==> src/rtl/cpu_step_ctrl.sv <==
// Execution-enable controller: turns slow divider ticks or debounced button
// presses into single-cycle cpu_en pulses on the 100 MHz clock, and counts them.
module cpu_step_ctrl #(
  parameter int DEBOUNCE_CYCLES = 1_000_000,
  parameter int CNT_W           = 16
) (
  input  logic             clk_100Mhz,
  input  logic             reset_n,
  input  logic             clk_1Hz,
  input  logic             btn_step,
  input  logic             sw_run,
  input  logic             sw_halt,
  output logic             cpu_en,
  output logic [CNT_W-1:0] step_count,
  output logic [1:0]       mode
);

  typedef enum logic [1:0] {
    IDLE = 2'b00,
    RUN  = 2'b01,
    HALT = 2'b11
  } state_e;

  localparam int DB_W = (DEBOUNCE_CYCLES > 1) ? $clog2(DEBOUNCE_CYCLES) : 1;
  localparam logic [DB_W-1:0] DB_LAST = DB_W'(DEBOUNCE_CYCLES - 1);

  // Synchronizer bit order: {sw_halt, sw_run, btn_step, clk_1Hz}.
  logic [3:0]       sync1_q, sync2_q;
  logic             clk_1hz_d_q;
  logic [DB_W-1:0]  db_cnt_q, db_cnt_d;
  logic             btn_db_q, btn_db_d;
  logic             btn_db_prev_q;
  logic             press_q, press_d;
  state_e           state_q, state_d;
  logic             cpu_en_q, cpu_en_d;
  logic [CNT_W-1:0] step_count_q, step_count_d;

  logic clk_1hz_s, btn_step_s, sw_run_s, sw_halt_s, tick;

  assign clk_1hz_s  = sync2_q[0];
  assign btn_step_s = sync2_q[1];
  assign sw_run_s   = sync2_q[2];
  assign sw_halt_s  = sync2_q[3];
  assign tick       = clk_1hz_s & ~clk_1hz_d_q;

  // NOTE: every variable gets a default at the top of the block so no path
  // leaves it unassigned, which would otherwise infer a latch.
  always_comb begin
    db_cnt_d = db_cnt_q;
    btn_db_d = btn_db_q;
    if (btn_step_s == btn_db_q) begin
      db_cnt_d = '0;
    end else if (db_cnt_q == DB_LAST) begin
      btn_db_d = btn_step_s;
      db_cnt_d = '0;
    end else begin
      db_cnt_d = db_cnt_q + DB_W'(1);
    end
  end

  assign press_d = btn_db_q & ~btn_db_prev_q;

  // Events are judged against the current state; halt suppresses them outright.
  always_comb begin
    state_d      = state_q;
    cpu_en_d     = 1'b0;
    step_count_d = step_count_q;
    if (sw_halt_s) begin
      state_d = HALT;
    end else begin
      case (state_q)
        HALT: state_d = sw_run_s ? RUN : IDLE;
        IDLE: begin
          cpu_en_d = press_q;
          if (sw_run_s) state_d = RUN;
        end
        RUN: begin
          cpu_en_d = tick;
          if (!sw_run_s) state_d = IDLE;
        end
        default: state_d = IDLE;
      endcase
    end
    if (cpu_en_d) step_count_d = step_count_q + CNT_W'(1);
  end

  // NOTE: sequential state uses non-blocking assignments so every flop samples
  // pre-edge values regardless of statement order.
  always_ff @(posedge clk_100Mhz or negedge reset_n) begin
    if (!reset_n) begin
      sync1_q       <= '0;
      sync2_q       <= '0;
      clk_1hz_d_q   <= 1'b0;
      db_cnt_q      <= '0;
      btn_db_q      <= 1'b0;
      btn_db_prev_q <= 1'b0;
      press_q       <= 1'b0;
      state_q       <= IDLE;
      cpu_en_q      <= 1'b0;
      step_count_q  <= '0;
    end else begin
      sync1_q       <= {sw_halt, sw_run, btn_step, clk_1Hz};
      sync2_q       <= sync1_q;
      clk_1hz_d_q   <= clk_1hz_s;
      db_cnt_q      <= db_cnt_d;
      btn_db_q      <= btn_db_d;
      btn_db_prev_q <= btn_db_q;
      press_q       <= press_d;
      state_q       <= state_d;
      cpu_en_q      <= cpu_en_d;
      step_count_q  <= step_count_d;
    end
  end

  assign cpu_en     = cpu_en_q;
  assign step_count = step_count_q;
  assign mode       = state_q;

endmodule

==> config.mk <==
export PLATFORM = sky130hd
export DESIGN_NAME = cpu_step_ctrl
export DESIGN_NICKNAME = d
export VERILOG_FILES = /design/src/rtl/cpu_step_ctrl.sv
export SDC_FILE = /design/constraint.sdc
export NUM_CORES = 1
export LEC_CHECK = 0
export ABC_AREA = 0
export CAP_MARGIN = 20
export CORE_UTILIZATION = 56
export CTS_BUF_LIST = sky130_fd_sc_hd__clkbuf_8
export CTS_CLUSTER_SIZE = 14
export DETAILED_ROUTE_END_ITERATION = 8
export PLACE_DENSITY = 0.8
export SLEW_MARGIN = 20
export SYNTH_ARGS = -nofsm -noshare
export SYNTH_HDL_FRONTEND = slang
export SYNTH_SLANG_ARGS = --single-unit
==> constraint.sdc <==
create_clock -name clk_100Mhz -period 2.3 [get_ports clk_100Mhz]
set_input_delay 0.575 -clock clk_100Mhz [delete_from_list [all_inputs] [get_ports clk_100Mhz]]
set_output_delay 0.575 -clock clk_100Mhz [all_outputs]
set_load 0.02 [all_outputs]
==> summary.txt <==
CTS
  – PostCTS Resize Cnt: 0
  – TritonCTS Sinks: 51
  – Root buffer cell: clkbuf_8
  – TritonCTS clock tree: done
  – Total CTS buffers: 5
  – Worst-path clk slew: 0.09 ns
  – Max Buffers Root-to-Sink: 2
  – Htree depth: 2
  – Worst-Skew Late Latency: 0.31 ns

Die
  – Die Wd: roughly 65 um
  – Core Box Area: 0.003744 mm2
  – Die Area: 0.004224 mm2
  – Die Height: about 65 um
  – Initial Util: 0.5936
  – IO Pins: 25
  – Row count: 22

Yosys
  – Async SR Flop Fraction: 1.000
  – Post-synth top flop: dfrtp_1
  – Top cell type's share of synthesized area: 0.5743
  – Synth area leaders: dfrtp_1 57%, xnor2_1 9.1%, nor2_1 3.4%
  – Avg Cell Area, Syn: 11.63 um2
  – Post-synth EDFFs: 0
  – Synth Cell Area: between 0.002 and 0.0025 mm2
  – Synth warn: 0
  – Sequential area share after synthesis: 0.5743
  – Yosys top cell by area: dfrtp_1
  – Distinct cells, synth: 36
  – Flops & latches, synth: 51
  – Post-Syn Instances: ~190
  – Mapped Nets: 202

Place
  – Final Wtd Congestion: 0.8571
  – Dpl hpwl: slightly above 3 mm
  – Port Buffers: 24

Timing
  – Hold Fails Final Rpt: 0
  – Worst-Margin Slew: about 0.55 ns
  – Min Tclk post-route: ~2.1 ns
  – Clock skew: 0.01105 ns
  – Fmax: 0.4775 GHz
  – Final Setup Violations: 0
  – Slew Viols, Final: 0
  – Setup TNS: 0 ns
  – Slew headroom: 0.6301
  – Period utilization: 0.9106
  – RSZ-0062 raised after global routing: false

Cells and area
  – Antenna fix cells: 0
  – # nets final: 234
  – Seq. cell area: 0.001276 mm2
  – Fin util: 0.7069
  – Number of fill cells: ~290
  – Area grow syn2layout: 19.09%
  – Multi-input gate area: about 900 um2
  – Layout cells sized above 1: 0.08929

Global routing
  – Total Routing Usage GR: 0.2331
  – Grt ovf: 0
  – Initial antenna violation count: 0
  – Largest net degree at the start of global routing: 29
  – Vias in the first global route: roughly 1600
  – First-pass GRT wire length: 7.376 mm

Detailed routing
  – Final wirelength: roughly 4.2 mm
  – Remaining antenna violation count: 0
  – Drt pass-1 iters: 4
  – Detail-routed net length per standard cell: 15.48 um
  – DRC: 0
  – DR iter-0 viols: approximately 80
  – Vias/cell: 5.798
  – Vias: 1577

Setup path
  – CP dominant cell by count: or4_1
  – CP Max Fanout: 8
  – Critical-path top delay cell: or4_1
  – CP cell instances: nand4_4, or4_1, or4_1, a21oi_1
  – Crit path launch type: flop
  – Critical Path AT: 2.32 ns
  – Req. time, crit path: 2.53 ns
  – Crit-path leading delay family: simple AND/OR/NAND/NOR gates
  – Worst Path Buf+Inv: 0
  – Crit path capture type: flop
  – Worst path max stage delay: 0.67 ns
  – Crit path kind: reg2reg

Status
  – Status: finished clean

Pwr
  – Register share of total power: 0.581
  – Switching Share: 0.2590
  – Pint: 1.251 mW
  – PD cells: 637.9 mW/mm2
  – Lkg Pwr: between 1 and 1.5 nW
  – VDD IR-drop max: 0.0005345 V
  – Combinational share of power: 0.123
  – Clk pwr share: 0.296
  – P_sw: 0.4372 mW

Flow run
  – Max Cap Viol: 0

Hold path
  – Worst hold path type: in2async
[final cells by class]
type                       count  area share
multi-input combinational    130      0.3414
tap                           48     0.02270
timing repair buffer          28      0.1097
inverter                       7    0.009929
clock buffer                   5     0.02600
sequential                    51      0.4823
clock inverter                 3    0.008038
[repair_timing]
item / in CTS / in global routing
endpoints found under the setup margin: 0 / 13
hold buffers: 0 / 0
setup buffers: 0 / 1
[layout by cell type (no fill, tap or decap), types with 2 or more instances in the layout]
cell / netlist / layout
nor2_1: 20 / 20
xor2_1: 7 / 7
xnor2_1: 23 / 23
nor3_1: 5 / 5
o31ai_1: 3 / 3
mux2_2: 3 / 3
clkdlybuf4s50_1: 0 / 23
and4_1: 3 / 3
a21oi_1: 5 / 5
or2_2: 2 / 2
and3_1: 2 / 2
clkinv_4: 0 / 2
dfrtp_1: 51 / 51
and2_1: 3 / 3
buf_12: 0 / 2
or4_1: 6 / 6
nand4_1: 4 / 4
nand3_1: 12 / 12
nor4_1: 4 / 4
buf_4: 1 / 2
inv_1: 7 / 8
nand2_1: 9 / 9
clkbuf_8: 0 / 5
ha_1: 5 / 5
[cell usage after synthesis, drive strengths merged (2+ instances only)]
library cell	n
or4	6
nor3	5
buf	2
o21ai	2
inv	7
ha	5
nand2	9
o31ai	3
or2	2
a21oi	5
nand3	12
dfrtp	51
nand4	6
xor2	7
and2	3
nor4	4
and4	3
mux2	3
xnor2	23
nor2	20
and3	2
[flip-flops by register name, indices dropped and copies added, names as in the netlist]
register and flops:
db_cnt_q 20, step_count 16, sync1_q 4, sync2_q 4, mode 2, btn_db_prev_q 1, btn_db_q 1, clk_1hz_d_q 1
cpu_en 1, press_q 1
[metal layers]
metal / vias up / part of all wire / global-route usage
met5: - / 0 / 0
met4: 0 / 0.024 / 0.1000
met3: 11 / 0.040 / 0.04754
met2: 61 / 0.54 / 0.4036
met1: 780 / 0.40 / 0.2792
li1: 725 / - / -
[path summary, 6_finish.rpt]
kind,startpoint,to,slack (ns),cells past startpoint
hold / removal,reset_n,step_count[5],0.25,1
max in group asynchronous,reset_n,db_cnt_q[15],1.52,2
setup / recovery,db_cnt_q[7],db_cnt_q[17],0.21,4
hold reg to reg,sync1_q[2],sync2_q[2],0.35,0
setup reg to reg,db_cnt_q[7],db_cnt_q[17],0.21,4
min in group clk_100Mhz,sync1_q[2],sync2_q[2],0.35,0
[metrics by stage]
| step | cell area (um2) | std cells | total power, mW | hold slack, ns | setup WS, ns |
|---|---|---|---|---|---|
| after CTS | 2626 | 271 | 1.706 | 0.2573 | 0.06392 |
| after global routing | 2646 | 272 | 1.766 | 0.2758 | 0.09928 |
| after global placement | 2536 | 263 | 1.190 | 0.3323 | 0.2047 |
| after detailed placement | 2536 | 263 | 1.205 | 0.3356 | 0.09941 |
| after floorplan | 2222 | 191 | 1.093 | 0.2794 | 0.2761 |
| final | 2646 | 272 | 1.688 | 0.2470 | 0.2056 |
[power by group through the flow]
| stage | Combinational (mW) | Clock [mW] | Sequential, mW |
|---|---|---|---|
| floorplan | 0.0661 | 0 | 1.03 |
| global placement | 0.196 | 0 | 0.994 |
| detailed placement | 0.206 | 0 | 1.00 |
| CTS | 0.207 | 0.518 | 0.981 |
| global route | 0.227 | 0.548 | 0.991 |
| finish | 0.208 | 0.499 | 0.982 |
[logic make-up (layout without fill, tap and decap cells)]
group,after synthesis,after routing,synth area share
buf+inv,10,43,0.01914
xor+xnor,30,30,0.1182
fa+ha+maj,5,5,0.02815
simple gates,78,78,0.1988
compound gates,14,14,0.04617
mux,3,3,0.01520
flops,51,51,0.5743
Power figures use the tool's default switching activity.
